## src/rtl/conv_seq_pkg.sv

```systemverilog
// rtl/conv_seq_pkg.sv - shared state encodings, timing constants and Rn field layout for the conv sequencer
package conv_seq_pkg;

  localparam int N_WLOAD    = 81;
  localparam int GROUP_LEN  = 10;
  localparam int GAP_CYC    = 2;
  localparam int RES_LAT    = 4;
  localparam int FIFO_DEPTH = 16;

  // LAT length chosen so the capture edge lands RES_LAT cycles after the last IN=1 cycle
  localparam int LAT_CYC = RES_LAT - GAP_CYC + 1;

  localparam int RN_IN_BIT  = 0;
  localparam int RN_WEN_LSB = 1;
  localparam int RN_WEN_W   = 7;

  localparam logic [2:0] S_IDLE     = 3'd0;
  localparam logic [2:0] S_WLOAD    = 3'd1;
  localparam logic [2:0] S_RUN_WAIT = 3'd2;
  localparam logic [2:0] S_FEED     = 3'd3;
  localparam logic [2:0] S_GAP      = 3'd4;
  localparam logic [2:0] S_LAT      = 3'd5;
  localparam logic [2:0] S_RESULT   = 3'd6;

  function automatic logic [15:0] rn_word(input logic in_bit, input logic [RN_WEN_W-1:0] wen);
    logic [15:0] w;
    w = 16'd0;
    w[RN_IN_BIT] = in_bit;
    w[RN_WEN_LSB +: RN_WEN_W] = wen;
    return w;
  endfunction

endpackage

```

## src/rtl/conv_seq_ctrl_if.sv

```systemverilog
// rtl/conv_seq_ctrl_if.sv - weight, pixel and result handshakes between CPU side and the conv sequencer
interface conv_seq_ctrl_if;

  logic        w_valid;
  logic        w_ready;
  logic [15:0] w_data;
  logic        px_valid;
  logic        px_ready;
  logic [15:0] px_data;
  logic        res_valid;
  logic        res_ready;
  logic [3:0]  res_index;

  modport slave (
    input  w_valid, w_data, px_valid, px_data, res_ready,
    output w_ready, px_ready, res_valid, res_index
  );

  modport master (
    output w_valid, w_data, px_valid, px_data, res_ready,
    input  w_ready, px_ready, res_valid, res_index
  );

endinterface

```

## src/rtl/conv_px_fifo.sv

```systemverilog
// rtl/conv_px_fifo.sv - pixel FIFO with occupancy count, power-of-2 depth, synchronous flush
module conv_px_fifo #(
  parameter int DEPTH = 16,
  parameter int W     = 16
) (
  input  logic                     clk_i,
  input  logic                     rst,
  input  logic                     flush_i,
  input  logic                     push_i,
  input  logic [W-1:0]             data_i,
  input  logic                     pop_i,
  output logic [W-1:0]             data_o,
  output logic [$clog2(DEPTH):0]   count_o,
  output logic                     full_o
);

  localparam int AW = $clog2(DEPTH);

  logic [W-1:0]  mem_q [DEPTH];
  logic [AW-1:0] wr_q;
  logic [AW-1:0] rd_q;
  logic [AW:0]   cnt_q;
  logic          do_push;
  logic          do_pop;

  assign full_o  = (cnt_q == (AW+1)'(DEPTH));
  assign do_push = push_i && !full_o;
  assign do_pop  = pop_i && (cnt_q != '0);
  assign data_o  = mem_q[rd_q];
  assign count_o = cnt_q;

  always_ff @(posedge clk_i) begin
    if (do_push) begin
      mem_q[wr_q] <= data_i;
    end
  end

  always_ff @(posedge clk_i) begin
    if (rst || flush_i) begin
      wr_q  <= '0;
      rd_q  <= '0;
      cnt_q <= '0;
    end else begin
      if (do_push) begin
        wr_q <= wr_q + 1'b1;
      end
      if (do_pop) begin
        rd_q <= rd_q + 1'b1;
      end
      cnt_q <= cnt_q + {{AW{1'b0}}, do_push} - {{AW{1'b0}}, do_pop};
    end
  end

endmodule

```

## src/rtl/conv_seq_ctrl.sv

```systemverilog
// rtl/conv_seq_ctrl.sv - conv sequencer: weight load, grouped pixel feed, result return
// Optional perf_groups counter built only when CONV_SEQ_PERF_EN is defined.
module conv_seq_ctrl
  import conv_seq_pkg::*;
(
  input  logic                   clk_i,
  input  logic                   rst,
  input  logic                   cfg_start,
  input  logic                   cfg_abort,
  conv_seq_ctrl_if.slave         bus,
  output logic                   busy,
  output logic                   wload_done,
  output logic [15:0]            perf_groups,
  output logic [15:0]            acc_Rm,
  output logic [15:0]            acc_Rn,
  input  logic [3:0]             acc_max_index
);

  localparam int CW = $clog2(FIFO_DEPTH) + 1;

  logic [2:0]    state_q, state_d;
  logic [6:0]    k_q, k_d;
  logic [7:0]    cnt_q, cnt_d;
  logic [15:0]   rm_q, rm_d;
  logic [15:0]   rn_q, rn_d;
  logic          res_valid_q, res_valid_d;
  logic [3:0]    res_idx_q, res_idx_d;
  logic          wdone_q, wdone_d;

  logic [CW-1:0] fifo_count;
  logic          fifo_full;
  logic [15:0]   fifo_rdata;
  logic          px_rdy;
  logic          push;
  logic          pop;
  logic          w_acc;
  logic          res_hs;
  logic          grp_ready;

  assign px_rdy    = !fifo_full && (state_q != S_IDLE);
  assign push      = bus.px_valid && px_rdy && !cfg_abort;
  assign pop       = (state_q == S_FEED);
  assign w_acc     = bus.w_valid && (state_q == S_WLOAD);
  assign res_hs    = res_valid_q && bus.res_ready;
  assign grp_ready = (fifo_count >= CW'(GROUP_LEN));

  conv_px_fifo #(
    .DEPTH (FIFO_DEPTH),
    .W     (16)
  ) u_fifo (
    .clk_i   (clk_i),
    .rst     (rst),
    .flush_i (cfg_abort),
    .push_i  (push),
    .data_i  (bus.px_data),
    .pop_i   (pop),
    .data_o  (fifo_rdata),
    .count_o (fifo_count),
    .full_o  (fifo_full)
  );

  always_comb begin
    state_d     = state_q;
    k_d         = k_q;
    cnt_d       = cnt_q;
    rm_d        = 16'd0;
    rn_d        = 16'd0;
    res_valid_d = res_valid_q;
    res_idx_d   = res_idx_q;
    wdone_d     = wdone_q;
    case (state_q)
      S_IDLE: begin
        if (cfg_start) begin
          state_d = S_WLOAD;
          k_d     = 7'd1;
          wdone_d = 1'b0;
        end
      end
      S_WLOAD: begin
        if (w_acc) begin
          rm_d = bus.w_data;
          rn_d = rn_word(1'b0, k_q);
          k_d  = k_q + 7'd1;
          if (k_q == 7'(N_WLOAD)) begin
            state_d = S_RUN_WAIT;
            wdone_d = 1'b1;
          end
        end
      end
      S_RUN_WAIT: begin
        if (cfg_start) begin
          state_d = S_WLOAD;
          k_d     = 7'd1;
          wdone_d = 1'b0;
        end else if (grp_ready) begin
          state_d = S_FEED;
          cnt_d   = 8'd0;
        end
      end
      S_FEED: begin
        // only entered with a whole group buffered, so every pop here is valid
        rm_d  = fifo_rdata;
        rn_d  = rn_word(1'b1, 7'd0);
        cnt_d = cnt_q + 8'd1;
        if (cnt_q == 8'(GROUP_LEN - 1)) begin
          state_d = S_GAP;
          cnt_d   = 8'd0;
        end
      end
      S_GAP: begin
        cnt_d = cnt_q + 8'd1;
        if (cnt_q == 8'(GAP_CYC - 1)) begin
          state_d = S_LAT;
          cnt_d   = 8'd0;
        end
      end
      S_LAT: begin
        cnt_d = cnt_q + 8'd1;
        if (cnt_q == 8'(LAT_CYC - 1)) begin
          state_d     = S_RESULT;
          res_idx_d   = acc_max_index;
          res_valid_d = 1'b1;
          cnt_d       = 8'd0;
        end
      end
      S_RESULT: begin
        if (res_hs) begin
          res_valid_d = 1'b0;
          cnt_d       = 8'd0;
          state_d     = grp_ready ? S_FEED : S_RUN_WAIT;
        end
      end
      default: begin
        state_d = S_IDLE;
      end
    endcase
    if (cfg_abort) begin
      state_d     = S_IDLE;
      cnt_d       = 8'd0;
      rm_d        = 16'd0;
      rn_d        = 16'd0;
      res_valid_d = 1'b0;
      wdone_d     = 1'b0;
    end
  end

  always_ff @(posedge clk_i) begin
    if (rst) begin
      state_q     <= S_IDLE;
      k_q         <= 7'd0;
      cnt_q       <= 8'd0;
      rm_q        <= 16'd0;
      rn_q        <= 16'd0;
      res_valid_q <= 1'b0;
      res_idx_q   <= 4'd0;
      wdone_q     <= 1'b0;
    end else begin
      state_q     <= state_d;
      k_q         <= k_d;
      cnt_q       <= cnt_d;
      rm_q        <= rm_d;
      rn_q        <= rn_d;
      res_valid_q <= res_valid_d;
      res_idx_q   <= res_idx_d;
      wdone_q     <= wdone_d;
    end
  end

`ifdef CONV_SEQ_PERF_EN
  logic [15:0] perf_q;
  always_ff @(posedge clk_i) begin
    if (rst || cfg_abort) begin
      perf_q <= 16'd0;
    end else if (res_hs) begin
      perf_q <= perf_q + 16'd1;
    end
  end
  assign perf_groups = perf_q;
`else
  assign perf_groups = 16'd0;
`endif

  assign bus.w_ready   = (state_q == S_WLOAD);
  assign bus.px_ready  = px_rdy;
  assign bus.res_valid = res_valid_q;
  assign bus.res_index = res_idx_q;
  assign busy          = (state_q != S_IDLE) && (state_q != S_RUN_WAIT);
  assign wload_done    = wdone_q;
  assign acc_Rm        = rm_q;
  assign acc_Rn        = rn_q;

endmodule

```

## src/flat_wrapper.sv

```systemverilog
// flat-port wrapper written by rule: the top's interface ports become plain ports
module conv_seq_ctrl_flat import conv_seq_pkg::*;
  (clk_i, rst, cfg_start, cfg_abort, busy, wload_done, perf_groups, acc_Rm, acc_Rn, acc_max_index, bus_w_valid, bus_w_data, bus_px_valid, bus_px_data, bus_res_ready, bus_w_ready, bus_px_ready, bus_res_valid, bus_res_index);
  conv_seq_ctrl_if bus_i ();
  input  logic clk_i;
  input  logic rst;
  input  logic cfg_start;
  input  logic cfg_abort;
  output logic busy;
  output logic wload_done;
  output logic [15:0] perf_groups;
  output logic [15:0] acc_Rm;
  output logic [15:0] acc_Rn;
  input  logic [3:0] acc_max_index;
  input wire logic [$bits(bus_i.w_valid)-1:0] bus_w_valid;
  input wire logic [$bits(bus_i.w_data)-1:0] bus_w_data;
  input wire logic [$bits(bus_i.px_valid)-1:0] bus_px_valid;
  input wire logic [$bits(bus_i.px_data)-1:0] bus_px_data;
  input wire logic [$bits(bus_i.res_ready)-1:0] bus_res_ready;
  output wire logic [$bits(bus_i.w_ready)-1:0] bus_w_ready;
  output wire logic [$bits(bus_i.px_ready)-1:0] bus_px_ready;
  output wire logic [$bits(bus_i.res_valid)-1:0] bus_res_valid;
  output wire logic [$bits(bus_i.res_index)-1:0] bus_res_index;
  assign bus_i.w_valid = bus_w_valid;
  assign bus_i.w_data = bus_w_data;
  assign bus_i.px_valid = bus_px_valid;
  assign bus_i.px_data = bus_px_data;
  assign bus_i.res_ready = bus_res_ready;
  assign bus_w_ready = bus_i.w_ready;
  assign bus_px_ready = bus_i.px_ready;
  assign bus_res_valid = bus_i.res_valid;
  assign bus_res_index = bus_i.res_index;
  conv_seq_ctrl u_core (.clk_i(clk_i), .rst(rst), .cfg_start(cfg_start), .cfg_abort(cfg_abort), .bus(bus_i), .busy(busy), .wload_done(wload_done), .perf_groups(perf_groups), .acc_Rm(acc_Rm), .acc_Rn(acc_Rn), .acc_max_index(acc_max_index));
endmodule
```

## config.mk

```make
export PLATFORM = sky130hd
export DESIGN_NAME = conv_seq_ctrl_flat
export DESIGN_NICKNAME = d
export VERILOG_FILES = /design/src/rtl/conv_seq_pkg.sv /design/src/rtl/conv_seq_ctrl_if.sv /design/src/rtl/conv_px_fifo.sv /design/src/rtl/conv_seq_ctrl.sv /design/src/flat_wrapper.sv
export SDC_FILE = /design/constraint.sdc
export NUM_CORES = 1
export LEC_CHECK = 0
export BUFFER_PORTS_ARGS = -buffer_cell sky130_fd_sc_hd__buf_2
export CAP_MARGIN = 0
export CELL_PAD_IN_SITES_DETAIL_PLACEMENT = 2
export CELL_PAD_IN_SITES_GLOBAL_PLACEMENT = 2
export CORE_AREA = 4 4 184 186
export CTS_BUF_LIST = sky130_fd_sc_hd__clkbuf_16
export DETAILED_ROUTE_END_ITERATION = 6
export DIE_AREA = 0 0 188 190
export PLACE_DENSITY_LB_ADDON = 0.1
export SYNTH_ARGS = -nofsm -noshare
export SYNTH_HDL_FRONTEND = slang
export SYNTH_SLANG_ARGS = --single-unit
```

## constraint.sdc

```tcl
create_clock -name clk_i -period 3.52 [get_ports clk_i]
set_clock_uncertainty 0.15 [all_clocks]
set_input_delay 0.176 -clock clk_i [delete_from_list [all_inputs] [get_ports clk_i]]
set_output_delay 0.176 -clock clk_i [all_outputs]
set_load 0.01 [all_outputs]
```

# == After elaboration in Yosys (flattened, before gate mapping) ==
# Memory sizes are Yosys's and may differ from the RTL's. A register that Yosys moved wholly into a read port is not among the register bits.
# Index checks and enable logic that the tools add are counted.
# word_totals
ff_bits,69
latch_bits,0
mem_bits_rw,256
rom_bits,0
in_bits,43
output_inout_bits,57
word_cells,103
memories,1
# classes
addsub,6
n_mul,0
div,0
magnitude_cmp,1
n_eq_ne,23
n_shift,0
n_mux,36
n_bitwise,0
reduce_logical,25
# memory_table
name,words,word_bits,rd,rd_ports_with_merged_regs,wr,line_no,rtl
u_core.u_fifo.mem_q,16,16,1,1,1,conv_px_fifo.sv:19,logic [W-1:0] mem_q [DEPTH];
# op_table
operator,count
$pmux W16 S2,2
$mux W8,7
$pmux W8 S5,1
$mux W3,9
$pmux W3 S7,1
$mux W16,1
$ne A2 B1 Y1 const B,8
$mux W7,2
$pmux W7 S2,1
$reduce_bool A5 Y1,2
$eq A3 B3 Y1 const B,3
$add A4 B1 Y4 const B,2
$add A8 B1 Y8 const B,1
$eq A8 B1 Y1 const B,1
$eq A8 B2 Y1 const B,1
$eq A8 B4 Y1 const B,1
$logic_and A1 B1 Y1,8
$mux W1,8
$mux W4,2
$reduce_and A4 Y1,2
$reduce_and A8 Y1,1
$add A7 B1 Y7 const B,1
$eq A7 B7 Y1 const B,1
$eq A3 B2 Y1 const B,2
16 further kinds,23

# == Logic depth before layout (Yosys ltp) ==
# Gate-level depths: netlist of run 1.
# depth
word_depth,8
mapped_depth,13
ltp_nobuf,13

# == Cells and area by module ==
# Synthesis of run 1 repeated with hierarchy kept, for this count alone.
# hier_totals
cells_unflattened,767
area_unflattened_um2,12861.1
# by_module_without_submodules
mod,n_inst,cells_per_inst,area_each_um2
conv_px_fifo,1,505,10566.4
conv_seq_ctrl,1,262,2294.7

# == Least setup slack after synthesis of run 1 ==
# Ideal clock, no wire load.
# synth_path
path_type,register to register
start,"register u_core.u_fifo.cnt_q[2], in the netlist u_core.u_fifo.count_o[2]"
end,"memory u_core.u_fifo.mem_q[0][0], enable pin"
setup_ns,0.430
arrival_ns,2.757
required_ns,2.940
slack_ns,0.183
stages_incl_launch_ff,7
path_buffers,0
period_less_slack_ns,3.337
cell_sequence,dfxtp_1 > inv_1 > ha_1 > nor4bb_1 > nor4b_4 > inv_2 > nor4_1
# synth_between
elab_chain_cells,8
# synth_rtl
element,line_no,rtl
from (decl),conv_px_fifo.sv:22,logic [AW:0] cnt_q;
from (signal assigned),conv_px_fifo.sv:50,"cnt_q <= cnt_q + {{AW{1'b0}}, do_push} - {{AW{1'b0}}, do_pop};"
$eq A5 B5 Y1 *,conv_px_fifo.sv:26,assign full_o = (cnt_q == (AW+1)'(DEPTH));
$logic_not A1 Y1 *,"conv_px_fifo.sv:27, conv_seq_ctrl.sv:40",
$logic_and A1 B1 Y1,conv_seq_ctrl.sv:40,assign px_rdy = !fifo_full && (state_q != S_IDLE);
$logic_and A1 B1 Y1 (2 in series),conv_seq_ctrl.sv:41,assign push = bus.px_valid && px_rdy && !cfg_abort;
$logic_and A1 B1 Y1 *,conv_px_fifo.sv:27,assign do_push = push_i && !full_o;
$mux W1 *,conv_px_fifo.sv:33,if (do_push) begin
$mux W1 (implied by the code) *,conv_px_fifo.sv:34,mem_q[wr_q] <= data_i;
to (decl),conv_px_fifo.sv:19,
# Every way passes the cells marked *; elsewhere a longest branch is shown, timed or not.

# == Worst setup path after layout of run 1 ==
# layout_path
start,register u_core.state_q[0]
end,"register u_core.u_fifo.cnt_q[4], in the netlist u_core.u_fifo.count_o[4]"
# layout_between
elab_chain_cells,7
word_cells_on_any_way,9
# layout_rtl
element,line_no,rtl
from (decl),conv_seq_ctrl.sv:21,"logic [2:0] state_q, state_d;"
from (signal assigned),conv_seq_ctrl.sv:158,state_q <= state_d;
$reduce_bool A3 Y1,conv_seq_ctrl.sv:40,
$logic_and A1 B1 Y1,conv_seq_ctrl.sv:40,
$logic_and A1 B1 Y1 (2 in series),conv_seq_ctrl.sv:41,
$logic_and A1 B1 Y1,conv_px_fifo.sv:27,
$add A5 B1 Y5,conv_px_fifo.sv:50,
$sub A5 B1 Y5 *,conv_px_fifo.sv:50,
# Marked as above.
# A chain may end at the register's enable or synchronous reset.

==> results.md, run 1 <==
- The area added between synthesis and finish is 20.39%.
- Counting both buffers and inverters, the worst setup path holds a total of 1.
- The vias per cell is 5.237.
- The die covers 0.03572 mm².
- The number of H-tree branching levels is 2.
- In the final timing run, aggregate negative setup slack is 0 ns.
- The average instance in the mapped netlist occupies 17.55 µm².
- By instance count, the cell type seen most on the critical path is sky130_fd_sc_hd__ha_1.
- The number of cells on the worst reg-to-reg path is 10.
- Buffers inserted during clock tree synthesis total 36.
- The clock transition at the registers of the reported paths is 0.06 ns.
- The cell taking the most area after synthesis is sky130_fd_sc_hd__edfxtp_1.
- The total via count in the routed design is 7091.
- After detailed routing, the average wire length per cell comes to 25.18 µm.
- The final critical path time including I/O delays and setup is 3.041 ns.
- The first-pass GRT wire length is 52240 µm.
- The count of final setup violators is 0.
- The area of the core region is 0.03229 mm².
- The synthesis-stage register bit count is 321.
- Summing every instance area after synthesis gives 0.01279 mm².
- The violation count after the first detailed-routing iteration is 507.
- The final hold violation count is 0.
- Yosys attributes the largest share of cell area to sky130_fd_sc_hd__edfxtp_1 60%, sky130_fd_sc_hd__mux4_2 11%, sky130_fd_sc_hd__dfxtp_1 10%.
- Entering global routing, the biggest net connects 29 pins.
- After global routing the overflow that remains totals 0.
- The type of the tightest min-delay check is input port to register.
- Setup repair after global routing left no endpoint under its margin.
- The final layout contains 949 nets.
- The floorplan has 66 rows.
- The share of synthesized area occupied by flip-flops and latches is 70.27%.
- The clock network latency to the later pin of the worst-skew pair is 0.52 ns.
- Traced cell by cell, the critical path runs through nand3b_1, a31oi_1, ha_1, inv_1, ha_1, fa_1, a21oi_1, o21bai_1, xnor2_1, nor2_1.
- The first detailed-routing pass ran for 7 iterations.
- Once layout is done, the placed cells without fillers occupy 0.01540 mm².
- The number of fill cells is 2970.
- The total power density per cell area is 516.8 mW/mm².
- The maximum VDD drop is 294.4 µV.
- The residual DRC count is 0.
- The clock passes through at most 3 buffers.
- Once the floorplan was initialized, standard cells occupied 39.62% of the core.
- The clock net in this run drives a total of 321 sinks.
- The number of unique standard cell types used by synthesis is 58.
- The clock tree from TritonCTS is done.
- The post-route fraction of the period consumed by the critical path is 86.39%.
- For this design, the slowest cell found on the critical path is sky130_fd_sc_hd__dfxtp_1.
- The static power due to leakage is 5.402 nW.
- Across all setup checks in the final design, the least slack found is 0.4791 ns.
- Summing all placed instances gives a cell area of 0.01380 mm².
- The die outline height is 190 µm.
- Timing would allow up to 0.3289 GHz.
- The most critical setup path has its endpoint at u_core.u_fifo.count_o[4].
- Data arrives at the worst endpoint at 3.29 ns.
- The run finished with clean final reports.
- The tool flagged a number of max-cap violations equal to 0.
- Data on the critical path is required at its endpoint by 3.77 ns.
- The portion of synthesized cell area occupied by the leading cell type is 60.09%.
- The endpoint identified for the worst register-to-register timing path is u_core.u_fifo.count_o[4].
- The final layout contains routed wiring with a total length of 34100 µm.
- Counting flops with a built-in enable in the synthesized netlist gives 256.
- The startpoint identified for the worst register-to-register timing path is u_core.state_q[0].
- Routability-driven placement finished with a final weighted congestion of 0.7584.
- The sort of element at the end of the critical path is a register.
- The ratio of cells with drive above 1 in the final layout is 26.34%.
- The largest single stage delay on the critical path is 0.63 ns.
- The via count of the first global-routing pass is 8114.
- The number of pins with negative max-slew slack in the final report is 0.
- The worst setup path is of the register to register kind.
- The most used flip-flop cell after synthesis is sky130_fd_sc_hd__edfxtp_1.
- The power after layout is 7.960 mW.
- The root buffer cell is sky130_fd_sc_hd__clkbuf_16.
- For this design the top-level I/O count stands at 100.
- The number of port buffers is 75.
- In this run the remaining antenna-violating nets after routing total 0.
- The worst slack after detailed placement is 0.4549 ns.
- The kind of cell adding the most delay to the critical path is adder cells.
- In this run the number of cells on the critical path is 10.
- The HPWL after detailed placement is 21800 µm.
- The overall fraction of global-route tracks in use is 19.31%.
- The number of warnings issued by yosys is 0.
- Of all nets on the critical path, the largest fanout is 15.
- The cell count after synthesis came out at 729.
- The relative slew slack is 38.16%.
- At the pin with the least slew margin, the transition time is 0.9276 ns.
- The initial antenna violation count is 1.
- The worst setup path is launched from a register.
- Counting flops with an async set or reset pin after synthesis yields a share of 0%.
- For flop-to-flop paths, the worst setup slack is 0.48 ns.
- The timing startpoint of the critical path is u_core.state_q[0].
- The horizontal die dimension is 188 µm.
-- cell families (layout without fill, tap and decap cells) --
logic type               after synthesis  count (layout)  synth area share (%)
AO/OA/AOI/OAI                         71              71                 4.010
XOR/XNOR                              13              13                0.8901
adder cells (fa/ha/maj)               20              20                 2.015
buffers and inverters                 77             236                 3.130
flip-flops                           321             321                 70.27
multiplexers                         104             104                 14.40
other                                  1              25               0.02931
AND/OR/NAND/NOR                      122             122                 5.262
-- timing repair --
action                    4_1_cts  5_1_grt
hold buffers                   45        0
gates resized for setup         0        0
hold endpoints to repair      285        0
buffers inserted                0        0
-- placed cells by master (no fill, tap or decap), types with 3 or more instances in the layout --
master and instances:
sky130_fd_sc_hd__a21o_1 17, sky130_fd_sc_hd__a21oi_1 8, sky130_fd_sc_hd__a2bb2oi_1 3, sky130_fd_sc_hd__and2_1 14, sky130_fd_sc_hd__and3_1 6, sky130_fd_sc_hd__buf_2 75, sky130_fd_sc_hd__buf_4 30, sky130_fd_sc_hd__bufinv_16 4
sky130_fd_sc_hd__clkbuf_16 37, sky130_fd_sc_hd__clkinv_1 4, sky130_fd_sc_hd__clkinv_2 6, sky130_fd_sc_hd__conb_1 24, sky130_fd_sc_hd__dfxtp_1 62, sky130_fd_sc_hd__dlygate4sd3_1 45, sky130_fd_sc_hd__edfxtp_1 256, sky130_fd_sc_hd__ha_1 19
sky130_fd_sc_hd__inv_1 30, sky130_fd_sc_hd__mux2i_1 40, sky130_fd_sc_hd__mux4_2 64, sky130_fd_sc_hd__nand2_1 16, sky130_fd_sc_hd__nand2b_1 3, sky130_fd_sc_hd__nand3_1 7, sky130_fd_sc_hd__nand4_1 5, sky130_fd_sc_hd__nor2_1 35
sky130_fd_sc_hd__nor2b_1 4, sky130_fd_sc_hd__nor3_1 5, sky130_fd_sc_hd__nor3_2 4, sky130_fd_sc_hd__nor4_2 4, sky130_fd_sc_hd__o21ai_0 5, sky130_fd_sc_hd__o22ai_1 16, sky130_fd_sc_hd__or3_1 3, sky130_fd_sc_hd__xnor2_1 5
sky130_fd_sc_hd__xor2_1 8
-- cells in the mapped netlist (2+ instances only) --
library cell / count
sky130_fd_sc_hd__nand3b_1: 2
sky130_fd_sc_hd__nand3_1: 7
sky130_fd_sc_hd__xor2_1: 8
sky130_fd_sc_hd__buf_2: 14
sky130_fd_sc_hd__or3_1: 3
sky130_fd_sc_hd__a211o_1: 2
sky130_fd_sc_hd__nand2_1: 16
sky130_fd_sc_hd__o22ai_1: 16
sky130_fd_sc_hd__o21bai_1: 2
sky130_fd_sc_hd__mux4_2: 64
sky130_fd_sc_hd__buf_4: 25
sky130_fd_sc_hd__nand2b_1: 3
sky130_fd_sc_hd__a211oi_1: 2
sky130_fd_sc_hd__o21ai_0: 5
sky130_fd_sc_hd__xnor2_1: 5
sky130_fd_sc_hd__nor2_1: 35
sky130_fd_sc_hd__nor3b_1: 2
sky130_fd_sc_hd__a31oi_1: 2
sky130_fd_sc_hd__inv_1: 20
sky130_fd_sc_hd__a21o_1: 17
sky130_fd_sc_hd__nor3_1: 9
sky130_fd_sc_hd__nor4_1: 5
sky130_fd_sc_hd__a221o_1: 2
sky130_fd_sc_hd__ha_1: 19
sky130_fd_sc_hd__nor2b_1: 4
sky130_fd_sc_hd__mux2i_1: 40
sky130_fd_sc_hd__a2bb2oi_1: 3
sky130_fd_sc_hd__dfxtp_1: 65
sky130_fd_sc_hd__clkbuf_1: 13
sky130_fd_sc_hd__a32o_1: 2
sky130_fd_sc_hd__buf_1: 4
sky130_fd_sc_hd__and2_1: 14
sky130_fd_sc_hd__nand4_1: 5
sky130_fd_sc_hd__a22o_1: 2
sky130_fd_sc_hd__and3_1: 6
sky130_fd_sc_hd__edfxtp_1: 256
sky130_fd_sc_hd__a21oi_1: 8
sky130_fd_sc_hd__or2_1: 2
-- metrics by stage --
stage / hold WS [ns] / util, % / instances
floorplan: 0.09838 / - / 752
global placement: 0.2233 / 42.75 / 1245
detailed placement: 0.2269 / 42.75 / 1245
CTS: 0.07426 / 47.69 / 1353
global route: 0.1429 / 47.70 / 1354
finish: 0.09132 / 47.70 / 1354
-- layout make-up --
type                    instances  area [µm²]  area share [%]
flip-flops and latches        321        8995           58.40
multi-input cells             354        3535           22.95
repair buffers                152        1091           7.084
clock buffers                  37       925.9           6.012
well taps                     442       553.0           3.591
clock inverters                26       220.2           1.430
inverters                      21       78.83          0.5118
diodes                          1       2.502         0.01625
-- metal layers --
layer / track usage (%) / vias to the layer above / wire (µm)
met5: 0 / - / 0
met4: 4.207 / 0 / 629
met3: 2.844 / 43 / 1052
met2: 34.25 / 148 / 17520
met1: 25.38 / 3773 / 14900
li1: - / 3127 / -
-- worst min-delay path by stage --
stage                        from                      end  cells after the start
CTS                     cfg_start        u_core.wload_done                      4
detailed placement  bus_w_data[4]         u_core.acc_Rm[4]                      2
global route            cfg_start        u_core.wload_done                      4
finish                  cfg_start            u_core.k_q[1]                      5
floorplan                     rst  u_core.bus.res_index[0]                      1
global placement    bus_w_data[8]         u_core.acc_Rm[8]                      2
-- flip-flops by register name, indices dropped and copies added, names as in the netlist, named ones only --
name / cells
u_core.bus.res_index: 4
u_core.u_fifo.count_o: 5
u_core.u_fifo.mem_q: 256
u_core.acc_Rm: 16
u_core.cnt_q: 8
u_core.state_q: 3
u_core.u_fifo.wr_q: 4
u_core.bus.res_valid: 1
u_core.acc_Rn: 8
u_core.u_fifo.rd_q: 4
u_core.k_q: 7
u_core.wload_done: 1
-- where the power goes --
| group | internal (mW) | leakage (nW) | switching, mW |
|---|---|---|---|
| Sequential | 4.10 | 2.83 | 0.00925 |
| Combinational | 0.0748 | 1.97 | 0.119 |
| Clock | 2.19 | 0.605 | 1.46 |
| Total | 6.37 | 5.40 | 1.59 |
-- worst min-delay path: stages --
cell                       delay [ns]
sky130_fd_sc_hd__buf_2           0.14
sky130_fd_sc_hd__nand2b_1        0.14
sky130_fd_sc_hd__a21oi_4         0.11
sky130_fd_sc_hd__nor2_1          0.09
sky130_fd_sc_hd__a211oi_1        0.04
Power figures use the tool's default switching activity.
==> run 2: changes to the inputs <==
- REMOVE_ABC_BUFFERS: unset -> 1
==> results.md, run 2 (synthesized netlist as in run 1, its figures left out) <==
- The I/O pin count is 100 (unchanged).
- The number of gates given a new drive strength after cts is 0 (unchanged).
- The type of the tightest min-delay check is input port to register (unchanged).
- The setup slack of the most critical reg-to-reg path came to 0.38 ns (was 0.48 ns).
- The final weighted congestion in routability-driven placement is 0.7564 (was 0.7584).
- The area of the core region is 0.03229 mm² (unchanged).
- The vias per cell is 5.221 (was 5.237).
- The clock tree buffer depth is 3 (unchanged).
- The number of cells on the worst reg-to-reg path came to 10 (unchanged).
- The number of port buffers came to 75 (unchanged).
- The count of final setup violators is 0 (unchanged).
- The startpoint-to-endpoint class of the critical path is register to register (unchanged).
- The critical path data arrival time is 3.37 ns (was 3.29 ns).
- The longest individual stage delay on the worst path was 0.67 ns (was 0.63 ns).
- The full die area is 0.03572 mm² (unchanged).
- The total power density per cell area came to 499.6 mW/mm² (was 516.8 mW/mm²).
- The die outline height is 190 µm (unchanged).
- The largest driver fanout on the critical path is 15 (unchanged).
- The horizontal die dimension is 188 µm (unchanged).
- The most common cell after layout, fill and taps aside is sky130_fd_sc_hd__edfxtp_1 (unchanged).
- The row count is 66 (unchanged).
- The number of buffers inserted for hold repair after clock tree synthesis is 44 (was 45).
- The clock network latency to the later pin of the worst-skew pair is 0.50 ns (was 0.52 ns).
- The transition at the pin with the smallest max-transition slack came to 0.8690 ns (was 0.9276 ns).
- The internal cell power is 6.108 mW (was 6.366 mW).
- The HPWL after detailed placement is 21240 µm (was 21800 µm).
- The combinational share of power is 2.5% (was 2.4%).
- The met3 track demand over resource in global routing was 2.899% (was 2.844%).
- The global-route congestion overflow total is 0 (unchanged).
- The CTS buffer count came to 36 (unchanged).
- The number of fill cells is 2961 (was 2970).
- The switching part of the total power is 20.33% (was 20.02%).
- The clock transition at the registers of the reported paths is 0.06 ns (about the same).
- Series of cell instances along the critical path: nand3b_1, a31oi_1, ha_1, inv_1, ha_1, fa_1, a21oi_1, o21bai_1, xnor2_1, nor2_1 (unchanged).
- The count of antenna-violating nets left after detailed routing is 0 (unchanged).
- The post-CTS setup buffer count came to 0 (unchanged).
- The final hold violation count came to 0 (unchanged).
- Run status: finished clean (unchanged).
- The cell with the largest stage delay on the worst path is sky130_fd_sc_hd__dfxtp_1 (unchanged).
- The part of the power in registers is 53.6% (was 51.6%).
- The number of nets in the finished design is 953 (was 949).
- The clock sink count is 321 (unchanged).
- The routed wirelength normalized by instance count is 24.40 µm (was 25.18 µm).
- The relative slew slack is 42.06% (was 38.16%).
- The clock tree from TritonCTS was done (unchanged).
- The overall fraction of global-route tracks in use is 18.76% (was 19.31%).
- The violation count after the first detailed-routing iteration is 423 (was 507).
- The residual DRC count is 0 (unchanged).
- The met2 capacity usage during global routing was 32.97% (was 34.25%).
- The root buffer cell is sky130_fd_sc_hd__clkbuf_16 (unchanged).
- The total via count in the routed design is 7085 (was 7091).
- The starting utilization of the core area is 39.62% (unchanged).
- The total iterations of the first detailed-routing run is 5 (was 7).
- The ratio of cells with drive above 1 in the final layout is 26.78% (was 26.34%).
- The maximum VDD drop is 254.8 µV (was 294.4 µV).
- The largest net degree at the start of global routing is 29 (unchanged).
- The timing startpoint of the critical path was u_core.state_q[0] (unchanged).
- The via count of the first global-routing pass is 8106 (was 8114).
- Commonest non-fill, non-tap cells in the layout: 256 x sky130_fd_sc_hd__edfxtp_1, 75 x sky130_fd_sc_hd__buf_2, 64 x sky130_fd_sc_hd__mux4_2 (unchanged).
- The max-cap check violation count is 0 (unchanged).
- The end of the critical path is u_core.u_fifo.count_o[4] (unchanged).
- The count of inserted antenna diode cells is 0 (was 1).
- The static power due to leakage came to 5.381 nW (was 5.402 nW).
- The register name with the most flops was u_core.u_fifo.mem_q (unchanged).
- The final critical path time including I/O delays and setup was 3.137 ns (was 3.041 ns).
- The dominant cell type by count on the critical path is sky130_fd_sc_hd__ha_1 (unchanged).
- The maximum frequency from static timing analysis was 0.3188 GHz (was 0.3289 GHz).
- Setup repair after global routing missed its margin: no (unchanged).
- The sort of element at the end of the critical path is a register (unchanged).
- The critical register-to-register path startpoint is u_core.state_q[0] (unchanged).
- The end of the worst register-to-register path was u_core.u_fifo.count_o[4] (unchanged).
- The startpoint kind of the worst setup timing path is a register (unchanged).
- The switching power summed over all nets is 1.559 mW (was 1.594 mW).
- The routing layer with the top usage in global route is met2 (unchanged).
- The area added between synthesis and finish was 19.95% (was 20.39%).
- The first-pass GRT wire length is 51100 µm (was 52240 µm).
- The post-route fraction of the period consumed by the critical path is 89.12% (was 86.39%).
- The data required time at the worst endpoint was 3.76 ns (was 3.77 ns).
- The relative contribution of the clock network to total power is 44.0% (was 46.0%).
- The number of pins with negative max-slew slack in the final report was 0 (unchanged).
- The power after layout is 7.667 mW (was 7.960 mW).
- The global routing met1 resource utilization is 24.86% (was 25.38%).
- The flip-flop count of the largest register after layout is 256 (unchanged).
- The worst hold slack is 0.06891 ns (was 0.09132 ns).
- The number of H-tree branching levels came to 2 (unchanged).
- The initial antenna violation count was 0 (was 1).
- The detailed-route wire length is 33110 µm (was 34100 µm).
-- run 2: critical path, delay by kind of cell (launching register included) --
| kind | cells | cell delay (ns) |
|---|---|---|
| flops | 1 | 0.67 |
| compound gates | 3 | 0.81 |
| fa+ha+maj | 3 | 0.84 |
| xor+xnor | 1 | 0.14 |
| buf+inv | 1 | 0.04 |
| simple gates | 2 | 0.37 |
-- run 2: metrics by stage --
stage	area (µm²)	setup WS, ns	std cells	TNS [ns]	util, %
after floorplan	12560	-0.5053	696	-8.080	-
after global placement	13850	0.5283	1250	0	42.89
after detailed placement	13850	0.3970	1250	0	42.89
after CTS	15340	0.3651	1357	0	47.52
after global routing	15340	0.08822	1357	0	47.52
final	15340	0.3829	1357	0	47.52
-- run 2: worst min path at each step --
stage	slack, ns	depth (start not counted)	to	start
floorplan	0.1	1	u_core.bus.res_index[0]	rst
global placement	0.22	2	u_core.acc_Rm[14]	bus_w_data[14]
detailed placement	0.22	2	u_core.acc_Rm[9]	bus_w_data[9]
CTS	0.05	5	u_core.k_q[1]	bus_w_valid
global route	0.09	5	u_core.k_q[1]	bus_w_valid
finish	0.07	5	u_core.k_q[1]	bus_w_valid
-- run 2: power groups by stage --
stage | clock [mW] | combinational [mW] | sequential (mW)
2_1_floorplan | 0 | 0.0580 | 4.19
3_3_place_gp | 0 | 0.143 | 4.19
3_5_place_dp | 0 | 0.156 | 4.19
4_1_cts | 3.48 | 0.190 | 4.11
5_1_grt | 3.67 | 0.211 | 4.11
6_report | 3.37 | 0.189 | 4.11
-- run 2: per-layer routing --
metal / wire, µm / up-vias
li1: - / 3122
met1: 14230 / 3756
met2: 16980 / 165
met3: 1339 / 42
met4: 562 / 0
met5: 0 / -
-- run 2: final cells by class --
class,count,area [µm²],share of cell area (%)
sequential,321,8995,58.62
multi-input combinational,354,3542,23.08
timing repair buffer,156,1119,7.290
clock buffer,38,950.9,6.197
tap,442,553.0,3.604
clock inverter,25,106.4,0.6931
inverter,21,78.83,0.5137
==> run 3: changes to the inputs <==
- BUFFER_PORTS_ARGS: -buffer_cell sky130_fd_sc_hd__buf_2 -> unset
- CORE_AREA: 4 4 184 186 -> 4 4 180 182
- DIE_AREA: 0 0 188 190 -> 0 0 184 186
- DONT_BUFFER_PORTS: unset -> 1
- PLACE_DENSITY: unset -> 0.72
- PLACE_DENSITY_LB_ADDON: 0.1 -> unset
- SYNTH_HIERARCHICAL: unset -> 1
==> results.md, run 3 <==
- Run status: finished clean (unchanged).
- The switching part of the total power is 20.90% (was 20.33%).
- The startpoint-to-endpoint class of the critical path is register to register (unchanged).
- The largest driver fanout on the critical path is 5 (was 15).
- The count of final setup violators is 0 (unchanged).
- The area added between synthesis and finish is 15.92% (was 19.95%).
- The number of warnings issued by yosys is 6 (was 0).
- The overall fraction of global-route tracks in use is 20.99% (was 18.76%).
- The async set-or-reset flop fraction in the synthesized netlist was 0% (unchanged).
- The mean post-synth cell area was 16.77 µm² (was 17.55 µm²).
- The number of instances in the synthesized netlist is 767 (was 729).
- The end of the worst register-to-register path is u_core/u_fifo/count_o[4] (was u_core.u_fifo.count_o[4]).
- The part of the power in registers is 53.0% (was 53.6%).
- The number of cells on the worst reg-to-reg path came to 16 (was 10).
- The clock transition at the registers of the reported paths is 0.06 ns (about the same).
- The number of nets in the finished design is 904 (was 953).
- The root buffer cell is sky130_fd_sc_hd__clkbuf_16 (unchanged).
- The portion of synthesized cell area occupied by the leading cell type is 59.77% (was 60.09%).
- The switching power summed over all nets is 1.619 mW (was 1.559 mW).
- The area of the core region was 0.03059 mm² (was 0.03229 mm²).
- The row count was 64 (was 66).
- Series of cell instances along the critical path: inv_1, ha_1, nand4bb_4, inv_2, nor4b_4, buf_4, nand2_1, ha_1, inv_1, ha_1, inv_1, fa_1, nand2b_1, a21oi_2, o21ai_0, nor3b_1 (was nand3b_1, a31oi_1, ha_1, inv_1, ha_1, fa_1, a21oi_1, o21bai_1, xnor2_1, nor2_1).
- The relative slew slack is 26.52% (was 42.06%).
- The clock tree buffer depth is 3 (unchanged).
- The startpoint kind of the worst setup timing path is a register (unchanged).
- The number of fill cells came to 2780 (was 2961).
- The horizontal die dimension was 184 µm (was 188 µm).
- The number of port buffers is 0 (was 75).
- The most used flip-flop cell after synthesis is sky130_fd_sc_hd__edfxtp_1 (unchanged).
- The clock tree from TritonCTS was done (unchanged).
- The residual DRC count is 0 (unchanged).
- The vias per cell was 5.759 (was 5.221).
- The total power density per cell area is 519.5 mW/mm² (was 499.6 mW/mm²).
- The final hold violation count came to 0 (unchanged).
- The adder-cell area share of the yosys netlist is 1.712% (was 2.015%).
- Commonest non-fill, non-tap cells in the layout: 256 x sky130_fd_sc_hd__edfxtp_1, 63 x sky130_fd_sc_hd__dfxtp_1, 54 x sky130_fd_sc_hd__mux4_2 (was 256 x sky130_fd_sc_hd__edfxtp_1, 75 x sky130_fd_sc_hd__buf_2, 64 x sky130_fd_sc_hd__mux4_2).
- The cell taking the most area after synthesis is sky130_fd_sc_hd__edfxtp_1 (unchanged).
- The sort of element at the end of the critical path is a register (unchanged).
- The fraction of synthesized area in multiplexers came to 11.89% (was 14.40%).
- The type of the tightest min-delay check is input port to register (unchanged).
- The share of the core filled with cells in the final layout is 48.74% (was 47.52%).
- The number of cells traversed by the worst hold path is 5 (unchanged).
- The transition at the pin with the smallest max-transition slack is 1.102 ns (was 0.8690 ns).
- The count of inserted antenna diode cells was 0 (unchanged).
- The max-cap check violation count is 0 (unchanged).
- The largest family of logic cells by synthesized area is multiplexers (unchanged).
- The violation count after the first detailed-routing iteration is 653 (was 423).
- The HPWL after detailed placement is 20950 µm (was 21240 µm).
- The longest individual stage delay on the worst path is 0.41 ns (was 0.67 ns).
- The static power due to leakage is 4.898 nW (was 5.381 nW).
- The share of synthesized area occupied by flip-flops and latches came to 69.89% (was 70.27%).
- The detailed-route wire length is 35940 µm (was 33110 µm).
- The die outline height is 186 µm (was 190 µm).
- The full die area is 0.03422 mm² (was 0.03572 mm²).
- The beginning of the worst hold path is cfg_start (was bus_w_valid).
- The total via count in the routed design is 7303 (was 7085).
- The synthesis-stage register bit count is 321 (unchanged).
- The setup slack of the most critical reg-to-reg path came to 0.15 ns (was 0.38 ns).
- Area contributors post-synth: sky130_fd_sc_hd__edfxtp_1 60%, sky130_fd_sc_hd__dfxtp_1 10%, sky130_fd_sc_hd__mux4_2 9.5% (was sky130_fd_sc_hd__edfxtp_1 60%, sky130_fd_sc_hd__mux4_2 11%, sky130_fd_sc_hd__dfxtp_1 10%).
- The post-route fraction of the period consumed by the critical path was 95.76% (was 89.12%).
- The initial antenna violation count came to 0 (unchanged).
- The cell with the largest stage delay on the worst path is sky130_fd_sc_hd__fa_1 (was sky130_fd_sc_hd__dfxtp_1).
- The number of pins with negative max-slew slack in the final report was 0 (unchanged).
- The register name with the most flops is u_core/u_fifo/mem_q (was u_core.u_fifo.mem_q).
- The synthesized-area fraction occupied by ao, oa, aoi and oai cells is 4.932% (was 4.010%).
- The number of H-tree branching levels is 2 (unchanged).
- The starting utilization of the core area was 42.04% (was 39.62%).
- The most common cell in the synthesized netlist is sky130_fd_sc_hd__edfxtp_1 (unchanged).
- The via count of the first global-routing pass was 7955 (was 8106).
- The routed wirelength normalized by instance count was 28.35 µm (was 24.40 µm).
- The critical register-to-register path startpoint is u_core/u_fifo/count_o[3] (was u_core.state_q[0]).
- The CTS buffer count came to 36 (unchanged).
- The critical path data arrival time is 3.61 ns (was 3.37 ns).
- The number of buffer and inverter instances along the worst setup path is 5 (was 1).
- The first-pass GRT wire length is 52950 µm (was 51100 µm).
- The area of the mapped netlist was 0.01286 mm² (was 0.01279 mm²).
- The terminating pin of the worst hold path was u_core/state_q[2] (was u_core.k_q[1]).
- The final critical path time including I/O delays and setup is 3.371 ns (was 3.137 ns).
- The area of all placed cells without fillers is 0.01491 mm² (was 0.01534 mm²).
- The instance area at placement came to 0.01334 mm² (was 0.01385 mm²).
- The number of unique standard cell types used by synthesis is 55 (was 58).
- The share of synthesized cell area in and, or, nand and nor gates is 6.703% (was 5.262%).
- The flip-flop count of the largest register after layout is 256 (unchanged).
- The ratio of cells with drive above 1 in the final layout is 16.97% (was 26.78%).
- The largest net degree at the start of global routing was 65 (was 29).
- The combinational share of power was 2.1% (was 2.5%).
- The xor and xnor fraction of the mapped netlist area is 1.158% (was 0.8901%).
- The relative contribution of the clock network to total power came to 44.9% (was 44.0%).
- The data required time at the worst endpoint came to 3.76 ns (about the same).
- The maximum VDD drop is 468.1 µV (was 254.8 µV).
- The maximum frequency from static timing analysis was 0.2967 GHz (was 0.3188 GHz).
- The clock network latency to the later pin of the worst-skew pair is 0.52 ns (was 0.50 ns).
- The clock sink count was 321 (unchanged).
- The kind of cell adding the most delay to the critical path was adder cells (unchanged).
- The most common cell after layout, fill and taps aside is sky130_fd_sc_hd__edfxtp_1 (unchanged).
- The internal cell power came to 6.126 mW (was 6.108 mW).
- The global-route congestion overflow total is 0 (unchanged).
- The final weighted congestion in routability-driven placement is 0.7738 (was 0.7564).
- Commonest cells post-synth: 256 x sky130_fd_sc_hd__edfxtp_1, 65 x sky130_fd_sc_hd__dfxtp_1, 54 x sky130_fd_sc_hd__mux4_2 (was 256 x sky130_fd_sc_hd__edfxtp_1, 65 x sky130_fd_sc_hd__dfxtp_1, 64 x sky130_fd_sc_hd__mux4_2).
- The count of antenna-violating nets left after detailed routing came to 0 (unchanged).
- The total iterations of the first detailed-routing run is 5 (unchanged).
- The I/O pin count is 100 (unchanged).
- The count of flip-flops with a built-in enable after synthesis was 256 (unchanged).
## run 3: cell count changes in the layout (fill, tap and decap cells not counted), sizes merged, moves of 6 or more
cell    delta
nor2      +17
a22oi     +47
buf       -79
mux2i     -35
a21oi      +7
a21o      -16
a211oi     +6
o22ai     -15
nand2     +15
## run 3: routing by layer
metal / vias to the layer above / GRT usage [%] / wire length, µm
met1: 3877 / 27.56 / 14820
met3: 60 / 3.557 / 2007
met2: 265 / 36.55 / 18400
met4: 0 / 5.353 / 714
li1: 3101 / - / -
met5: - / 0 / 0
## run 3: final cells by class
type | instances | area, µm² | share of cell area [%]
Inverter | 23 | 86.33 | 0.5791
Sequential cell | 321 | 8994 | 60.33
Clock buffer | 37 | 925.9 | 6.211
Tap cell | 396 | 495.5 | 3.324
Clock inverter | 29 | 148.9 | 0.9987
Multi-Input combinational cell | 385 | 3545 | 23.78
Timing Repair Buffer | 77 | 713.2 | 4.784
## run 3: repair_timing
action / in CTS / in global routing
pin swaps: 0 / 1
gates resized for setup: 3 / 2
hold buffers: 44 / 0
setup buffers: 0 / 2
setup endpoints to repair: 77 / 1
hold endpoints to repair: 314 / 0
## run 3: worst max-delay path by stage
stage                                  start                       end  slack (ns)  cells after the start
floorplan                           register         u_core/acc_Rm[10]       -0.52                      5
global placement    u_core/u_fifo/count_o[3]  u_core/u_fifo/count_o[4]        0.35                     16
detailed placement  u_core/u_fifo/count_o[3]  u_core/u_fifo/count_o[4]       -0.05                     16
CTS                 u_core/u_fifo/count_o[3]  u_core/u_fifo/count_o[4]        0.07                     16
global route        u_core/u_fifo/count_o[3]  u_core/u_fifo/count_o[4]       -0.08                     16
finish              u_core/u_fifo/count_o[3]  u_core/u_fifo/count_o[4]        0.15                     16
## run 3: worst min-delay path, stage by stage
cell and delay [ns]:
sky130_fd_sc_hd__nor3_1 0.02, sky130_fd_sc_hd__a31oi_1 0.13, sky130_fd_sc_hd__a21oi_1 0.09, sky130_fd_sc_hd__o21ai_0 0.14
sky130_fd_sc_hd__a21oi_1 0.08
## run 3: power groups by stage
| stage | clock, mW | sequential (mW) | combinational (mW) |
|---|---|---|---|
| detailed placement | 0 | 4.18 | 0.0780 |
| global placement | 0 | 4.18 | 0.0740 |
| global route | 3.74 | 4.10 | 0.183 |
| finish | 3.48 | 4.10 | 0.165 |
| CTS | 3.57 | 4.10 | 0.165 |
| floorplan | 0 | 4.18 | 0.0508 |
## run 3: cells by family (layout without fill, tap and decap cells)
family                   after synthesis  after routing
AO/OA/AOI/OAI                         91             91
buffers and inverters                 84            166
AND/OR/NAND/NOR                      167            167
other                                  1             24
multiplexers                          69             69
flip-flops                           321            321
XOR/XNOR                              17             17
adder cells (fa/ha/maj)               17             17
## run 3: per-stage QoR
| stage | instances | setup WS, ns | hold slack, ns | TNS, ns | total power [mW] |
|---|---|---|---|---|---|
| 6_report | 1268 | 0.1491 | 0.04029 | 0 | 7.745 |
| 3_5_place_dp | 1156 | -0.04524 | 0.1034 | -0.04524 | 4.260 |
| 3_3_place_gp | 1156 | 0.3524 | 0.1002 | 0 | 4.255 |
| 4_1_cts | 1266 | 0.06502 | 0.01104 | 0 | 7.835 |
| 2_1_floorplan | 729 | -0.5151 | 0.09838 | -33.03 | 4.233 |
| 5_1_grt | 1268 | -0.07967 | 0.1070 | -0.07967 | 8.024 |
